### config.mk
export PLATFORM = sky130hd
export DESIGN_NAME = pa_rf_scoreboard
export DESIGN_NICKNAME = d
export VERILOG_FILES = /design/src/rtl/pa_pipe_pkg.sv /design/src/rtl/pa_regfile_array.sv /design/src/rtl/pa_rf_scoreboard.sv
export SDC_FILE = /design/constraint.sdc
export NUM_CORES = 2
export LEC_CHECK = 0
export CORE_MARGIN = 2
export CORE_UTILIZATION = 55
export CTS_BUF_LIST = sky130_fd_sc_hd__clkbuf_8
export DETAILED_ROUTE_END_ITERATION = 8
export GPL_TIMING_DRIVEN = 1
export HOLD_SLACK_MARGIN = 0.06
export PLACE_DENSITY = 0.72
export SLEW_MARGIN = 20
export SYNTH_ARGS = -nofsm -noshare
export SYNTH_HDL_FRONTEND = slang
export SYNTH_SLANG_ARGS = --single-unit
export TNS_END_PERCENT = 1
### constraint.sdc
create_clock -name clk -period 10 [get_ports clk]
set_input_delay 1 -clock clk [delete_from_list [all_inputs] [get_ports clk]]
set_output_delay 1 -clock clk [all_outputs]
set_load 0.01 [all_outputs]
### src/rtl/pa_pipe_pkg.sv
`default_nettype none
// ============================================================================
//  Module   : pa_pipe_pkg
//  Brief    : Shared pipeline widths, register-index/word types, REG_ZERO.
//  Revision : 1.0
// ============================================================================
package pa_pipe_pkg;

    localparam int DATA_W = 32;
    localparam int ADDR_W = 5;

    typedef logic [ADDR_W-1:0] reg_idx_t;
    typedef logic [DATA_W-1:0] word_t;

    localparam reg_idx_t REG_ZERO = '0;

endpackage
`default_nettype wire

### src/rtl/pa_regfile_array.sv
`default_nettype none
// ============================================================================
//  Module   : pa_regfile_array
//  Brief    : NREGS x DATA_W register storage, 2 read / 1 write, r0 masked,
//             write-to-read bypass so a writeback is visible in the same cycle.
//  Revision : 1.0
// ============================================================================
module pa_regfile_array #(
    parameter int DATA_W = 32,
    parameter int ADDR_W = 5,
    parameter int NREGS  = 32
) (
    input  logic              clk,
    input  logic              rst_n,
    input  logic              we,
    input  logic [ADDR_W-1:0] waddr,
    input  logic [DATA_W-1:0] wdata,
    input  logic [ADDR_W-1:0] raddr_a,
    input  logic [ADDR_W-1:0] raddr_b,
    output logic [DATA_W-1:0] rdata_a,
    output logic [DATA_W-1:0] rdata_b
);
    import pa_pipe_pkg::REG_ZERO;

    logic [DATA_W-1:0] r_regs [NREGS];

    always_ff @(posedge clk or negedge rst_n) begin
        if (!rst_n) begin
            for (int i = 0; i < NREGS; i++) begin
                r_regs[i] <= '0;
            end
        end else if (we && (waddr != REG_ZERO)) begin
            r_regs[waddr] <= wdata;
        end
    end

    // Reads of r0 are forced to zero ahead of the bypass, so a wb to r0 never leaks.
    always_comb begin
        rdata_a = r_regs[raddr_a];
        if (raddr_a == REG_ZERO) begin
            rdata_a = '0;
        end else if (we && (waddr == raddr_a)) begin
            rdata_a = wdata;
        end
    end

    always_comb begin
        rdata_b = r_regs[raddr_b];
        if (raddr_b == REG_ZERO) begin
            rdata_b = '0;
        end else if (we && (waddr == raddr_b)) begin
            rdata_b = wdata;
        end
    end

endmodule
`default_nettype wire

### src/rtl/pa_rf_scoreboard.sv
`default_nettype none
// ============================================================================
//  Module   : pa_rf_scoreboard
//  Brief    : Register file with busy-bit scoreboard; stalls RAW/WAW hazards,
//             registers operands to ID/EX, tracks pending writes.
//  Revision : 1.0
// ============================================================================
module pa_rf_scoreboard #(
    parameter int DATA_W = 32,
    parameter int ADDR_W = 5,
    parameter int NREGS  = 32
) (
    input  logic              clk,
    input  logic              rst_n,
    input  logic              issue_valid,
    output logic              issue_ready,
    input  logic [ADDR_W-1:0] issue_rs,
    input  logic [ADDR_W-1:0] issue_rt,
    input  logic [ADDR_W-1:0] issue_rd,
    input  logic              issue_wen,
    output logic              op_valid,
    output logic [DATA_W-1:0] rs_data,
    output logic [DATA_W-1:0] rt_data,
    output logic [ADDR_W-1:0] op_rd,
    input  logic              wb_valid,
    input  logic [ADDR_W-1:0] wb_rd,
    input  logic [DATA_W-1:0] wb_data,
    output logic [ADDR_W:0]   pending_cnt,
    output logic              wb_err
);
    import pa_pipe_pkg::REG_ZERO;

    localparam logic [NREGS-1:0] c_one = {{(NREGS-1){1'b0}}, 1'b1};

    logic [NREGS-1:0]  r_busy;
    logic [NREGS-1:0]  w_wb_clr;
    logic [NREGS-1:0]  w_iss_set;
    logic [NREGS-1:0]  w_busy_eff;
    logic              w_wb_active;
    logic              w_accept;
    logic              w_set_en;
    logic              w_clr_busy;
    logic [DATA_W-1:0] w_rd_a;
    logic [DATA_W-1:0] w_rd_b;

    logic              r_op_valid;
    logic [DATA_W-1:0] r_rs_data;
    logic [DATA_W-1:0] r_rt_data;
    logic [ADDR_W-1:0] r_op_rd;
    logic [ADDR_W:0]   r_pending_cnt;
    logic              r_wb_err;

    pa_regfile_array #(
        .DATA_W (DATA_W),
        .ADDR_W (ADDR_W),
        .NREGS  (NREGS)
    ) u_regs (
        .clk     (clk),
        .rst_n   (rst_n),
        .we      (wb_valid),
        .waddr   (wb_rd),
        .wdata   (wb_data),
        .raddr_a (issue_rs),
        .raddr_b (issue_rt),
        .rdata_a (w_rd_a),
        .rdata_b (w_rd_b)
    );

    assign w_wb_active = wb_valid && (wb_rd != REG_ZERO);
    assign w_wb_clr    = w_wb_active ? (c_one << wb_rd) : '0;
    assign w_busy_eff  = r_busy & ~w_wb_clr;

    assign issue_ready = ~w_busy_eff[issue_rs] & ~w_busy_eff[issue_rt]
                       & ~(issue_wen & w_busy_eff[issue_rd]);
    assign w_accept    = issue_valid & issue_ready;
    assign w_set_en    = w_accept & issue_wen & (issue_rd != REG_ZERO);
    assign w_iss_set   = w_set_en ? (c_one << issue_rd) : '0;
    assign w_clr_busy  = w_wb_active & r_busy[wb_rd];

    // Set is OR-ed after the clear so a same-cycle retire+reissue of rd stays busy.
    always_ff @(posedge clk or negedge rst_n) begin
        if (!rst_n) begin
            r_busy        <= '0;
            r_pending_cnt <= '0;
            r_wb_err      <= 1'b0;
        end else begin
            r_busy <= (r_busy & ~w_wb_clr) | w_iss_set;
            case ({w_set_en, w_clr_busy})
                2'b10:   r_pending_cnt <= r_pending_cnt + (ADDR_W+1)'(1);
                2'b01:   r_pending_cnt <= r_pending_cnt - (ADDR_W+1)'(1);
                default: r_pending_cnt <= r_pending_cnt;
            endcase
            if (w_wb_active && !r_busy[wb_rd]) begin
                r_wb_err <= 1'b1;
            end
        end
    end

    always_ff @(posedge clk or negedge rst_n) begin
        if (!rst_n) begin
            r_op_valid <= 1'b0;
            r_rs_data  <= '0;
            r_rt_data  <= '0;
            r_op_rd    <= '0;
        end else begin
            r_op_valid <= w_accept;
            if (w_accept) begin
                r_rs_data <= w_rd_a;
                r_rt_data <= w_rd_b;
                r_op_rd   <= issue_rd;
            end
        end
    end

    assign op_valid    = r_op_valid;
    assign rs_data     = r_rs_data;
    assign rt_data     = r_rt_data;
    assign op_rd       = r_op_rd;
    assign pending_cnt = r_pending_cnt;
    assign wb_err      = r_wb_err;

endmodule
`default_nettype wire

Word-level counts from Yosys, hierarchy flattened:

Index checks and enable logic that the tools add are counted.

* memory bits (read-only): 0
* output and inout bits: 78
* memories kept: 0
* bits in latches: 0
* RAM bits: 0
* flip-flop bits (word level): 1133
* logic and storage cells: 106

* multipliers: 0
* shift operators: 2
* add/subtract/negate cells: 2
* eq/ne operators: 4
* order comparisons: 8
* multiplexer cells: 24
* bitwise operators: 16
* reductions and logical operators: 11
* divide/modulo/power cells: 0

Operators with widths (count)
* $bwmux W1024: 1
* $mux W32: 11
* $bmux W32 S5: 2
* $demux W32 S5: 1
* $shl A1 B5 Y32 const A: 2
* $and A32 B32 Y32: 1
* $not A32 Y32: 1
* $or A32 B32 Y32: 1
* $lt A5 B6 Y1 const B: 4
* $bmux W1 S5: 4
* $ge A6 B6 Y1 const B: 3
* $not A5 Y6: 3
* $pmux W6 S2: 1
* $eq A5 B5 Y1: 2
* $logic_not A5 Y1: 2
* $reduce_bool A5 Y1: 2
* $and A1 B1 Y1: 7
* $add A6 B1 Y6 const B: 1
* $lt A6 B1 Y1 const B: 1
* $sub A6 B1 Y6 const B: 1
* $logic_and A1 B1 Y1: 5
* $mux W1: 4
* $not A1 Y1: 3
* $eq A2 B1 Y1 const B: 1
* other kinds (3): 3

Logic depth before layout (Yosys ltp):

* depth after elaboration: 15
* depth in mapped cells: 21
* gate-level depth less buffers: 18

Modules after synthesis:

Synthesis repeated with hierarchy kept, for this count alone.

* cell total of the unflattened synthesis: 4172
* area, all modules: 60713.2 um^2

By module, submodules not included
* pa_regfile_array: area each 54785.0 um^2, cells an instance 3672, instances 1
* pa_rf_scoreboard: area each 5928.2 um^2, cells an instance 500, instances 1

Least setup slack after synthesis:

No wires, ideal clock.

* kind: input -> register
* from: input port wb_rd[0]
* to: register r_pending_cnt[5] (netlist: pending_cnt[5])
* arrival: 4.613 ns
* stages on the path: 21
* library setup time: 0.125 ns
* slack: 5.261 ns
* cells stage by stage: buf_2 -> or2_1 -> clkbuf_1 -> o21ai_1 -> mux2i_1 -> a2111oi_2 -> nor3_1 -> and4bb_4 -> nand3_4 -> inv_2 -> buf_4 -> o311ai_0 -> ha_1 -> ha_1 -> a21o_1 -> a21oi_1 -> o21bai_1 -> a21oi_1 -> xor2_1 -> nor2_1 -> xor2_1

* cells in the longest elaborated chain, start to end: 15
* elaborated cells on any way between the ends: 28
* those cells by class: eq/ne: 2; shift: 1; mux: 10; bitwise: 12; reduce/logical: 3

RTL lines
* start, declared: RTL line pa_rf_scoreboard.sv:26 `input logic [ADDR_W-1:0] wb_rd,`
* $reduce_bool A5 Y1: RTL line pa_rf_scoreboard.sv:69 `assign w_wb_active = wb_valid && (wb_rd != REG_ZERO);`
* $logic_and A1 B1 Y1: RTL line pa_rf_scoreboard.sv:69
* $mux W32 *: RTL line pa_rf_scoreboard.sv:70 `assign w_wb_clr = w_wb_active ? (c_one << wb_rd) : '0;`
* $not A32 Y32 *: RTL line pa_rf_scoreboard.sv:71 `assign w_busy_eff = r_busy & ~w_wb_clr;`
* $and A32 B32 Y32 *: RTL line pa_rf_scoreboard.sv:71
* $bmux W1 S5 (on tied branches): RTL line pa_rf_scoreboard.sv:73, pa_rf_scoreboard.sv:74
* $mux W1 (on tied branches): RTL line pa_rf_scoreboard.sv:73, pa_rf_scoreboard.sv:74
* $not A1 Y1 or $and A1 B1 Y1 (tied branches): RTL line pa_rf_scoreboard.sv:73, pa_rf_scoreboard.sv:74
* $and A1 B1 Y1 or $not A1 Y1 (tied branches): RTL line pa_rf_scoreboard.sv:73, pa_rf_scoreboard.sv:74
* $and A1 B1 Y1 *: RTL line pa_rf_scoreboard.sv:74 `& ~(issue_wen & w_busy_eff[issue_rd]);`
* $and A1 B1 Y1 *: RTL line pa_rf_scoreboard.sv:75 `assign w_accept = issue_valid & issue_ready;`
* net w_accept: RTL line pa_rf_scoreboard.sv:40 `logic w_accept;`
* $and A1 B1 Y1 * (2 in a row): RTL line pa_rf_scoreboard.sv:76 `assign w_set_en = w_accept & issue_wen & (issue_rd != REG_ZERO);`
* $eq A2 B1 Y1 or $eq A2 B2 Y1 (tied branches): RTL line pa_rf_scoreboard.sv:88 `case ({w_set_en, w_clr_busy})`
* $pmux W6 S2 or $reduce_bool A2 Y1 (tied branches)
* end signal, assigned: RTL line pa_rf_scoreboard.sv:89 `2'b10: r_pending_cnt <= r_pending_cnt + (ADDR_W+1)'(1);`
* end signal, assigned: RTL line pa_rf_scoreboard.sv:90 `2'b01: r_pending_cnt <= r_pending_cnt - (ADDR_W+1)'(1);`
* end signal, assigned: RTL line pa_rf_scoreboard.sv:91 `default: r_pending_cnt <= r_pending_cnt;`
* end, declared: RTL line pa_rf_scoreboard.sv:50 `logic [ADDR_W:0] r_pending_cnt;`

Mark *: on every way through the listed nets, which the timed path passes. The rest lies on a longest branch. The select of a mux whose other input is x is not followed.
A chain may end at the register's enable or synchronous reset.

Worst setup path after layout:

* from: input port wb_rd[4]
* to: register r_pending_cnt[5] (netlist: pending_cnt[5])

* cells in the longest elaborated chain, start to end: 15
* elaborated cells on any way between the ends: 28
* those cells by class: eq/ne: 2; shift: 1; mux: 10; bitwise: 12; reduce/logical: 3

RTL lines (RTL line)
* $reduce_bool A5 Y1: pa_rf_scoreboard.sv:69
* $logic_and A1 B1 Y1: pa_rf_scoreboard.sv:69
* $mux W32: pa_rf_scoreboard.sv:70
* $not A32 Y32: pa_rf_scoreboard.sv:71
* $and A32 B32 Y32: pa_rf_scoreboard.sv:71
* $bmux W1 S5 (on tied branches): pa_rf_scoreboard.sv:73, pa_rf_scoreboard.sv:74
* $mux W1 (on tied branches): pa_rf_scoreboard.sv:73, pa_rf_scoreboard.sv:74
* $not A1 Y1 or $and A1 B1 Y1 (tied branches): pa_rf_scoreboard.sv:73, pa_rf_scoreboard.sv:74
* $and A1 B1 Y1 or $not A1 Y1 (tied branches): pa_rf_scoreboard.sv:73, pa_rf_scoreboard.sv:74
* $and A1 B1 Y1: pa_rf_scoreboard.sv:74
* $and A1 B1 Y1: pa_rf_scoreboard.sv:75
* $and A1 B1 Y1 (2 in a row): pa_rf_scoreboard.sv:76
* $eq A2 B1 Y1 or $eq A2 B2 Y1 (tied branches): pa_rf_scoreboard.sv:88
* $pmux W6 S2 or $reduce_bool A2 Y1 (tied branches)

Several ways; a longest one is shown, not always the timed one. The select of a mux whose other input is x is not followed.

==> flow_summary.json <==
{
  "status": "complete, no violations",
  "ant_nets": 0,
  "die_x_um": 336,
  "ff_latch_area_um2": 28400,
  "insertion_delay_ns": 0.90,
  "drive_gt1_share_pct": 52.9,
  "start_util_pct": 55.7,
  "syn-num-nets": 4012,
  "viasPerCell": 6.84,
  "slew_violations": 0,
  "critPathCaptureType": "register",
  "hold_buffers": 0,
  "fmax_mhz": 146,
  "post_cts_resize_count": 0,
  "cp_top_family": "simple AND/OR/NAND/NOR gates",
  "areaGrowthSynthToFinish_pct": 10.0,
  "critical-path-slowest-cell": "clkdlybuf4s50_1",
  "die_y_um": 336,
  "cp_max_fo": 37,
  "antenna_found_initial": 4,
  "io_pins": 135,
  "powerDensity_nw_per_um2": 203,
  "cp-start-kind": "input port",
  "place_area_um2": 62900,
  "crit_required_ns": 10.75,
  "hold_violations": 0,
  "numClockSinks": 1133,
  "die-area_um2": 113000,
  "clkTransAtPathRegs_ns": 0.05,
  "syn_avg_cell_area_um2": 15.4,
  "final_area_um2": 66900,
  "arrival_ns": 7.58,
  "yosys_warnings": 0,
  "place_congestion": 0.919,
  "rows": 121,
  "hpwl_mm": 91.0,
  "finalSetupTns_ns": 0,
  "synthArstFlopShare_pct": 100,
  "fin_nets": 3957,
  "port_buffers": 134,
  "rsz0062_at_grt": "false",
  "setup_viol": 0,
  "syn_inst": 3949,
  "worst_pin_slew_ns": 1.12,
  "ys_seq_area_share_pct": 46.7,
  "max_slew_margin_pct": 25.2,
  "cts_buffers": 189,
  "fill_cells": 8186,
  "power_leakage_uw": 0.0288,
  "grt_max_degree": 172,
  "synth_edf_count": 0,
  "critPathKind": "in -> reg",
  "wire_per_inst_um": 31.0,
  "multi_input_area_um2": 30700,
  "grt.total_usage_pct": 31.1,
  "synth_cell_types": 82,
  "hp-class": "in -> async",
  "h-tree-depth": 4,
  "crit_buf_inv": 2,
  "drt_first_pass_iters": 6,
  "clk_path_buf_depth": 3,
  "synth-seq-cells": 1133,
  "clock_skew_ns": 0.0378,
  "post-cts-setup-buffer-count": 0,
  "ys.flop_type": "dfrtp_1",
  "ir_drop_mv": 0.157,
  "synthesis.area_um2": 60800,
  "max_stage_delay_ns": 1.02,
  "globalRouteOverflowTotal": 0,
  "grt_pass1_vias": 39300,
  "cts_tree": "done",
  "cts_root_buf": "clkbuf_8",
  "grt_pass1_wl_mm": 259,
  "drt_iter0_drc": 3607,
  "crit_chain": "clkdlybuf4s50_1 -> and4bb_1 -> nand2_4 -> a32o_1 -> a31oi_1 -> nand4_1 -> and4bb_4 -> nand3_4 -> inv_4 -> o311ai_0 -> ha_1 -> ha_1 -> a21o_1 -> a21oi_1 -> o21bai_1 -> a21oi_1 -> xor2_1 -> nor2_1 -> xor2_1",
  "min_period_over_period_pct": 68.4,
  "drc": 0,
  "cap_violations": 0,
  "coreArea_um2": 109000,
  "totalWireLength_mm": 171,
  "routed-via-count": 37800,
  "fin_crit_ns": 6.84
}
[Yosys cell counts, drive strengths merged, types with 2 or more instances]
cell / count / area, µm²
a2111oi: 2 / 23.8
a211oi: 60 / 450
a21oi: 25 / 125
a311oi: 4 / 35.0
a32o: 2 / 20.0
a32oi: 2 / 17.5
and2: 5 / 31.3
and3: 8 / 50.1
and4bb: 2 / 28.8
buf: 149 / 751
clkbuf: 302 / 1130
dfrtp: 1133 / 28400
ha: 5 / 62.6
inv: 11 / 41.3
mux2: 1063 / 12100
mux2i: 43 / 430
mux4: 637 / 14300
nand2: 106 / 400
nand2b: 9 / 56.3
nand3: 47 / 248
nand3b: 5 / 37.5
nand4: 9 / 71.3
nand4b: 4 / 62.6
nor2: 101 / 384
nor2b: 27 / 169
nor3: 18 / 90.1
nor3b: 2 / 15.0
nor4: 5 / 37.5
nor4bb: 2 / 20.0
o2111a: 2 / 22.5
o2111ai: 6 / 52.6
o211a: 2 / 20.0
o211ai: 6 / 45.0
o21ai: 64 / 339
o21bai: 4 / 30.0
o22ai: 2 / 12.5
o311ai: 3 / 26.3
o31ai: 30 / 225
o32ai: 2 / 17.5
or2: 3 / 18.8
or3: 2 / 12.5
or4b: 2 / 23.8
xnor2: 6 / 52.6
xor2: 11 / 96.3
[sequential cells by signal, indices dropped and copies added, names as in the netlist]
signal	cells
op_rd	5
rt_data	32
u_regs.r_regs	1024
r_busy	32
pending_cnt	6
wb_err	1
op_valid	1
rs_data	32
[where the power goes]
group	internal (µW)	switching (µW)	total, µW
registers	5520	673	6190
clock network	2320	1960	4280
logic	1950	1160	3110
total	9790	3790	13600
[metrics by stage]
stage	utilization (%)	setup WS (ns)	power, µW	instances	hold slack [ns]
after floorplan	-	5.26	8320	3949	0.441
after global placement	57.7	2.40	9240	5179	0.377
after detailed placement	57.7	2.39	9360	5179	0.383
after CTS	61.3	3.30	13700	5526	0.0955
after global routing	61.3	2.85	14200	5527	0.169
final	61.3	3.16	13600	5527	0.104
[layer usage]
metal / track usage [%] / up-vias / share of wire [%]
li1: - / 15200 / -
met1: 44.1 / 20400 / 41
met2: 48.3 / 1758 / 47
met3: 5.58 / 422 / 7.6
met4: 12.1 / 4 / 3.8
met5: 0 / - / 0.018
[layout by cell type (no fill, tap or decap), drive strengths merged, types with 4 or more instances in the layout]
cell type and count:
and3 8, o211ai 6, xnor2 6, nor2 101, mux2 1063, nor4 5
o31ai 30, mux2i 43, a211oi 60, clkdlybuf4s50 110, clkinv 28, nor2b 27
nand2 106, o2111ai 6, a311oi 4, nand3b 5, clkinvlp 5, mux4 637
o21bai 4, nand3 47, a21oi 25, nand2b 9, nand4 9, clkbuf 248
buf 94, nand4b 4, and2 5, bufinv 4, xor2 11, nor3 18
inv 74, dfrtp 1133, ha 5, o21ai 64
[worst paths after layout]
check / startpoint / end / slack (ns) / depth (start not counted)
max in group asynchronous: rst_n / u_regs.r_regs[890] / 7.52 / 3
worst min register to register: u_regs.r_regs[1008] / u_regs.r_regs[1008] / 0.39 / 0
worst max register to register: r_busy[17] / pending_cnt[5] / 5.05 / 18
min in group clk: u_regs.r_regs[1008] / u_regs.r_regs[1008] / 0.39 / 0
worst min-delay path: rst_n / pending_cnt[2] / 0.10 / 1
worst max-delay path: wb_rd[4] / pending_cnt[5] / 3.16 / 19
[cell type report]
type | count | share of cell area, %
multi-input cells | 2354 | 46.0
flip-flops and latches | 1133 | 42.4
clock buffers | 247 | 5.08
repair buffers | 205 | 2.84
well taps | 1476 | 2.76
clock inverters | 100 | 0.866
inverters | 11 | 0.0730
diodes | 1 | 0.00374
[kinds of logic (layout without fill, tap and decap cells)]
group                      after synthesis  in the layout  share of synthesized area (%)
muxes                                 1743           1743                           44.3
AOI/OAI and AO/OA                      226            226                           2.55
DFF                                   1133           1133                           46.7
xor gates and xnor gates                17             17                          0.245
and+or+nand+nor                        362            362                           2.97
adders and majority gates                6              6                          0.136
other                                    0              1                              0
buffers and inverters                  462            563                           3.17
No activity file was read; power rests on OpenSTA's default activity.
